<file path="src/rtl/fetch_unit.sv">
// Instruction fetch front end: owns the PC, drives the instruction memory address,
// holds the fetched word and hands it to decode over a valid/ready handshake.
module fetch_unit #(
    parameter int unsigned ADDR_W     = 8,
    parameter int unsigned INST_W     = 9,
    parameter int unsigned START_ADDR = 0
) (
    input  logic              clk,
    input  logic              reset_n,
    input  logic              start,
    input  logic [ADDR_W-1:0] start_addr,
    output logic [ADDR_W-1:0] inst_addr,
    input  logic [INST_W-1:0] inst_in,
    output logic [INST_W-1:0] inst_out,
    output logic              inst_valid,
    input  logic              inst_ready,
    output logic [ADDR_W-1:0] inst_pc,
    input  logic              branch_en,
    input  logic              branch_abs,
    input  logic [ADDR_W-1:0] branch_target,
    input  logic              halt,
    output logic              done,
    output logic [15:0]       inst_count,
    output logic [1:0]        state_dbg
);

    localparam logic [1:0] IDLE   = 2'd0;
    localparam logic [1:0] RUN    = 2'd1;
    localparam logic [1:0] HALTED = 2'd2;

    localparam logic [ADDR_W-1:0] PC_ONE   = {{(ADDR_W-1){1'b0}}, 1'b1};
    localparam logic [ADDR_W-1:0] PC_RESET = ADDR_W'(START_ADDR);

    // Handshake rule: inst_out is transferred to decode on a cycle where
    // inst_valid && inst_ready are both high while running; inst_out, inst_pc
    // and the PC hold whenever inst_valid is high and inst_ready is low.

    logic [1:0]        state_q, state_d;
    logic [ADDR_W-1:0] pc_q, pc_d;
    logic [INST_W-1:0] inst_out_q, inst_out_d;
    logic [ADDR_W-1:0] inst_pc_q, inst_pc_d;
    logic              inst_valid_q, inst_valid_d;
    logic              done_q, done_d;
    logic [15:0]       inst_count_q, inst_count_d;

    logic              hs;
    logic              load;
    logic [ADDR_W-1:0] target;
    logic [ADDR_W-1:0] addr;
    logic [15:0]       count_inc;

    always_comb begin
        hs        = inst_valid_q && inst_ready && (state_q == RUN);
        target    = branch_abs ? branch_target : (inst_pc_q + branch_target);
        count_inc = (inst_count_q == 16'hFFFF) ? inst_count_q : (inst_count_q + 16'd1);

        // Branch target is fetched in the handshake cycle, so taken branches are free.
        if (start)
            addr = start_addr;
        else if (hs && halt)
            addr = pc_q;
        else if (hs && branch_en)
            addr = target;
        else
            addr = pc_q;

        load = start || ((state_q == RUN) && !(hs && halt) && (!inst_valid_q || hs));
    end

    always_comb begin
        state_d      = state_q;
        pc_d         = pc_q;
        inst_out_d   = inst_out_q;
        inst_pc_d    = inst_pc_q;
        inst_valid_d = inst_valid_q;
        done_d       = done_q;
        inst_count_d = inst_count_q;

        if (start) begin
            state_d      = RUN;
            done_d       = 1'b0;
            inst_count_d = 16'd0;
        end else if (hs && halt) begin
            state_d      = HALTED;
            inst_valid_d = 1'b0;
            done_d       = 1'b1;
            inst_count_d = count_inc;
        end else if (hs) begin
            inst_count_d = count_inc;
        end

        if (load) begin
            inst_out_d   = inst_in;
            inst_pc_d    = addr;
            inst_valid_d = 1'b1;
            pc_d         = addr + PC_ONE;
        end
    end

    always_ff @(posedge clk) begin
        if (!reset_n) begin
            state_q      <= IDLE;
            pc_q         <= PC_RESET;
            inst_out_q   <= '0;
            inst_pc_q    <= '0;
            inst_valid_q <= 1'b0;
            done_q       <= 1'b0;
            inst_count_q <= 16'd0;
        end else begin
            state_q      <= state_d;
            pc_q         <= pc_d;
            inst_out_q   <= inst_out_d;
            inst_pc_q    <= inst_pc_d;
            inst_valid_q <= inst_valid_d;
            done_q       <= done_d;
            inst_count_q <= inst_count_d;
        end
    end

    assign inst_addr  = addr;
    assign inst_out   = inst_out_q;
    assign inst_valid = inst_valid_q;
    assign inst_pc    = inst_pc_q;
    assign done       = done_q;
    assign inst_count = inst_count_q;
    assign state_dbg  = state_q;

endmodule
</file>
<file path="config.mk">
export PLATFORM = sky130hd
export DESIGN_NAME = fetch_unit
export DESIGN_NICKNAME = d
export VERILOG_FILES = /design/src/rtl/fetch_unit.sv
export SDC_FILE = /design/constraint.sdc
export NUM_CORES = 1
export LEC_CHECK = 0
export CAP_MARGIN = 20
export CORE_AREA = 2 2 92 67
export CTS_BUF_LIST = sky130_fd_sc_hd__clkbuf_16
export CTS_CLUSTER_DIAMETER = 30
export DETAILED_ROUTE_END_ITERATION = 7
export DIE_AREA = 0 0 94 69
export PLACE_DENSITY = 0.77
export SYNTH_ARGS = -nofsm -noshare
export SYNTH_HDL_FRONTEND = slang
export SYNTH_SLANG_ARGS = --single-unit
</file>
<file path="constraint.sdc">
create_clock -name clk -period 7.4 [get_ports clk]
set_clock_uncertainty 0.2 [all_clocks]
set_input_delay 1.48 -clock clk [delete_from_list [all_inputs] [get_ports clk]]
set_output_delay 1.48 -clock clk [all_outputs]
set_load 0.01 [all_outputs]
</file>
==> run summary <==
In this run the tool buffered the top-level ports with 76 buffer cells. The worst setup path is of the primary input to output port kind. For this block, the initial DRC count from the detailed router was 116.

The global router's overall resource usage was 20.2%. The final total negative setup slack came out at 0 ps. The net count of the finished layout is 420. For the total number of placement rows, the log shows 23. TritonCTS built the clock tree. Including well taps, the total number of placed cells is 445. Setup repair after global routing left no endpoint under its margin.

The finished cells cover 3460 um^2. The logs give 2 for the buffer depth of the longest clock path and 280 ps for the clock latency on the worst-skew pair. Of the synthesized area, sequential elements account for 35.2%. The region available for standard cell placement spans 5610 um^2. Clock transition at the registers of the reported paths: 60 ps.

The repair_antennas step left the layout with diodes totalling 0. The largest net degree at the start of global routing is 28, and the largest vdd supply drop is 102 uV. The number of global-route vias before repair is 2185, and the H-tree depth is 2. Most used flip-flop cell after synthesis: sky130_fd_sc_hd__dfxtp_1.

After synthesis, the cell types taking the most area are sky130_fd_sc_hd__dfxtp_1 (35%), sky130_fd_sc_hd__nor2_1 (6.7%), sky130_fd_sc_hd__nand2_1 (6.4%), sky130_fd_sc_hd__a21oi_1 (6.2%), sky130_fd_sc_hd__ha_1 (4.5%). The worst reg2reg path depth is 9. The number of enable-type register cells in the synthesized netlist is 0. Total via count in the routed design: 2422. The synthesized design contains 44 register bits.

The run gives 10500 um as the first-pass GRT wire length. STA classifies the critical path endpoint as an output port. The tools report the worst relative slew slack as 43.2%. Synthesis instantiated 57 different standard cells from the library. The tools report the launch point of the worst reg-to-reg path as inst_pc[0]$_SDFFE_PN0P_. For this run, the detailed router's first-pass iteration total came to 7.

The class of the worst hold path was register to register. Dividing the detail-routed via count by the number of cells gives 5.33. The detailed placer's ending HPWL is 4800 um. Capturing point of the worst reg2reg path: pc_q[6]$_SDFFE_PN0P_. Layout overhead on the synthesized area: 38.0%. The number of setup violations in the final report came out at 0. Buffer cell driving the clock tree root: sky130_fd_sc_hd__clkbuf_16.

The post-synthesis cell count came out at 309. In this run the biggest area consumer among cell types represents 35.2% of the synthesized area. For this design the top-level I/O count stands at 77. The number of endpoints with negative hold slack in the final report came out at 0. The logs give 0 for the sum of overflow across all layers after global routing and 0.170 GHz for the fmax. The run finished with clean final reports. In this run the register-to-register setup slack is 4280 ps. After clock tree synthesis, the setup repair step added 0 buffers. The final critical-path required period works out to 5890 ps. For this run, design rule violations remaining after detail routing come to 0. When the netlist entered floorplanning its net count stood at 351. The count of nets left with antenna violations once routing finished came out at 0. Summing all placed instances gives a cell area of 3300 um^2. The tools report the leakage component of the power as 1.27 nW. After layout, the worst path uses 79.6% of the clock period. The die covers 6490 um^2. Clock tree synthesis found a total of 44 sinks. The number of non-filler instances in the completed layout was 454. At the end of routability-driven placement, the weighted congestion stood at 0.922. The initial utilization of the core area, before any placement, comes to 44.6%. At the worst endpoint, the arrival time is 4210 ps.

Dividing total power by cell area gives a power density of 175 nW/um^2. The logs give 0 for the count of final max-slew check failures and 0 for the count of hold buffers inserted by post-cts repair. The area of the mapped netlist is 2500 um^2, and the share of cells above drive strength 1 is 6.07%.

In this run the worst path has a maximum fanout of 2. At the pin with the least slew margin, the transition time is 852 ps. After synthesis, the mean cell area works out to 8.11 um^2.

The worst setup path is launched from a primary input. Counting the buffers created by CTS gives 5. For the worst setup path, the data required time is 5720 ps. The total wire length after detailed routing is 6470 um.

Of all flip-flops after synthesis, the portion carrying an async set or reset was 0%. The critical path ends at inst_addr[4]. Once the clock tree was built, the resizer swapped 0 gates to a different size. The width of the chip is 94 um.

Reported max-cap violation count: 0. The warning count from the yosys run came out at 0. In this run the worst setup path begins at branch_target[0]. The tools report the number of antenna violations at the first check in global routing as 0.

Of all cell types, the one taking the most synthesized area is sky130_fd_sc_hd__dfxtp_1. The average routed wire per standard cell is 14.3 um, and the height of the chip is 69 um.
==> cells in the final DEF, fill, tap and decap left out, types with 2 or more instances in the layout <==
master	Yosys	final
sky130_fd_sc_hd__a2111oi_0	2	2
sky130_fd_sc_hd__a211oi_1	8	8
sky130_fd_sc_hd__a21oi_1	31	30
sky130_fd_sc_hd__and2_1	2	2
sky130_fd_sc_hd__and3_1	5	5
sky130_fd_sc_hd__clkbuf_16	0	5
sky130_fd_sc_hd__clkdlybuf4s50_1	0	76
sky130_fd_sc_hd__clkinv_1	1	2
sky130_fd_sc_hd__dfxtp_1	44	44
sky130_fd_sc_hd__ha_1	9	9
sky130_fd_sc_hd__inv_1	8	9
sky130_fd_sc_hd__mux2i_1	2	2
sky130_fd_sc_hd__nand2_1	43	43
sky130_fd_sc_hd__nand2b_1	3	3
sky130_fd_sc_hd__nand3_1	2	2
sky130_fd_sc_hd__nand4_1	8	8
sky130_fd_sc_hd__nor2_1	45	45
sky130_fd_sc_hd__nor2b_1	4	4
sky130_fd_sc_hd__nor3_1	3	3
sky130_fd_sc_hd__nor3b_1	3	3
sky130_fd_sc_hd__nor4b_1	3	3
sky130_fd_sc_hd__o211ai_1	2	2
sky130_fd_sc_hd__o21ai_0	7	7
sky130_fd_sc_hd__o21ai_1	2	2
sky130_fd_sc_hd__o31ai_1	3	3
sky130_fd_sc_hd__o31ai_2	2	2
sky130_fd_sc_hd__or3b_1	2	2
sky130_fd_sc_hd__xnor2_1	12	12
sky130_fd_sc_hd__xor2_1	10	10
==> power breakdown <==
group          total, W  internal (W)  switching [W]  leakage (nW)
Combinational  0.000136     0.0000678      0.0000683         0.844
Clock          0.000211      0.000123      0.0000879        0.0687
Sequential     0.000257      0.000249     0.00000855         0.360
==> critical path, stage by stage <==
cell and delay (ps):
sky130_fd_sc_hd__clkdlybuf4s50_1 440, sky130_fd_sc_hd__ha_1 230, sky130_fd_sc_hd__fa_1 410, sky130_fd_sc_hd__a211oi_1 420, sky130_fd_sc_hd__nor2_1 140, sky130_fd_sc_hd__o311ai_1 350, sky130_fd_sc_hd__nand2_1 120, sky130_fd_sc_hd__inv_1 100
sky130_fd_sc_hd__clkdlybuf4s50_1 530
==> cell usage after synthesis (5+ instances only) <==
master / number
sky130_fd_sc_hd__nor2_1: 45
sky130_fd_sc_hd__dfxtp_1: 44
sky130_fd_sc_hd__nand2_1: 43
sky130_fd_sc_hd__a21oi_1: 31
sky130_fd_sc_hd__xnor2_1: 12
sky130_fd_sc_hd__clkbuf_1: 11
sky130_fd_sc_hd__xor2_1: 10
sky130_fd_sc_hd__ha_1: 9
sky130_fd_sc_hd__a211oi_1: 8
sky130_fd_sc_hd__inv_1: 8
sky130_fd_sc_hd__nand4_1: 8
sky130_fd_sc_hd__o21ai_0: 7
sky130_fd_sc_hd__and3_1: 5
==> sequential cells by signal, indices dropped and copies added (netlist names) <==
signal and flops:
pc_q 8, inst_count 16, state_dbg 1, inst_valid 1
inst_pc 8, done 1, inst_out 9
==> stage by stage <==
step	utilization (%)	power (W)	setup WS [ps]	hold WS, ps
5_1_grt	61.6	0.000636	1410	266
3_3_place_gp	58.8	0.000393	1610	237
3_5_place_dp	58.8	0.000397	1570	245
4_1_cts	61.3	0.000608	1570	254
6_report	61.6	0.000604	1510	251
2_1_floorplan	-	0.000338	2670	232
==> layout make-up <==
| cell class | instances | area, um^2 |
|---|---|---|
| Fill cell | 519 | 2150 |
| Multi-Input combinational cell | 238 | 1520 |
| Sequential cell | 44 | 881 |
| Timing Repair Buffer | 78 | 783 |
| Clock buffer | 5 | 125 |
| Tap cell | 75 | 93.8 |
| Inverter | 11 | 42.5 |
| Clock inverter | 3 | 15.0 |
==> cell families after synthesis <==
group / share of synthesized area [%]
muxes: 1.25
buffers and inverters: 4.45
AOI/OAI and AO/OA: 20.2
and+or+nand+nor: 25.9
xor gates and xnor gates: 7.69
DFF: 35.2
adders and majority gates: 5.29
==> worst min path at each step <==
stage / from / endpoint / cells after the start
finish: inst_out[4]$_SDFFE_PN0P_ / inst_out[4]$_SDFFE_PN0P_ / 2
global route: inst_out[7]$_SDFFE_PN0P_ / inst_out[7]$_SDFFE_PN0P_ / 2
global placement: inst_out[3]$_SDFFE_PN0P_ / inst_out[3]$_SDFFE_PN0P_ / 2
CTS: inst_out[4]$_SDFFE_PN0P_ / inst_out[4]$_SDFFE_PN0P_ / 2
detailed placement: inst_out[4]$_SDFFE_PN0P_ / inst_out[4]$_SDFFE_PN0P_ / 2
floorplan: pc_q[1]$_SDFFE_PN0P_ / pc_q[1]$_SDFFE_PN0P_ / 2
==> metal layers <==
metal  track usage [%]  vias up  wire [um]
li1                  -     1221          -
met1              29.7     1121       3290
met2              30.1       75       2790
met3              4.48        5        346
met4              4.83        0         48
met5                 0        -          0
Note: power is estimated with default switching activity, not from simulation.
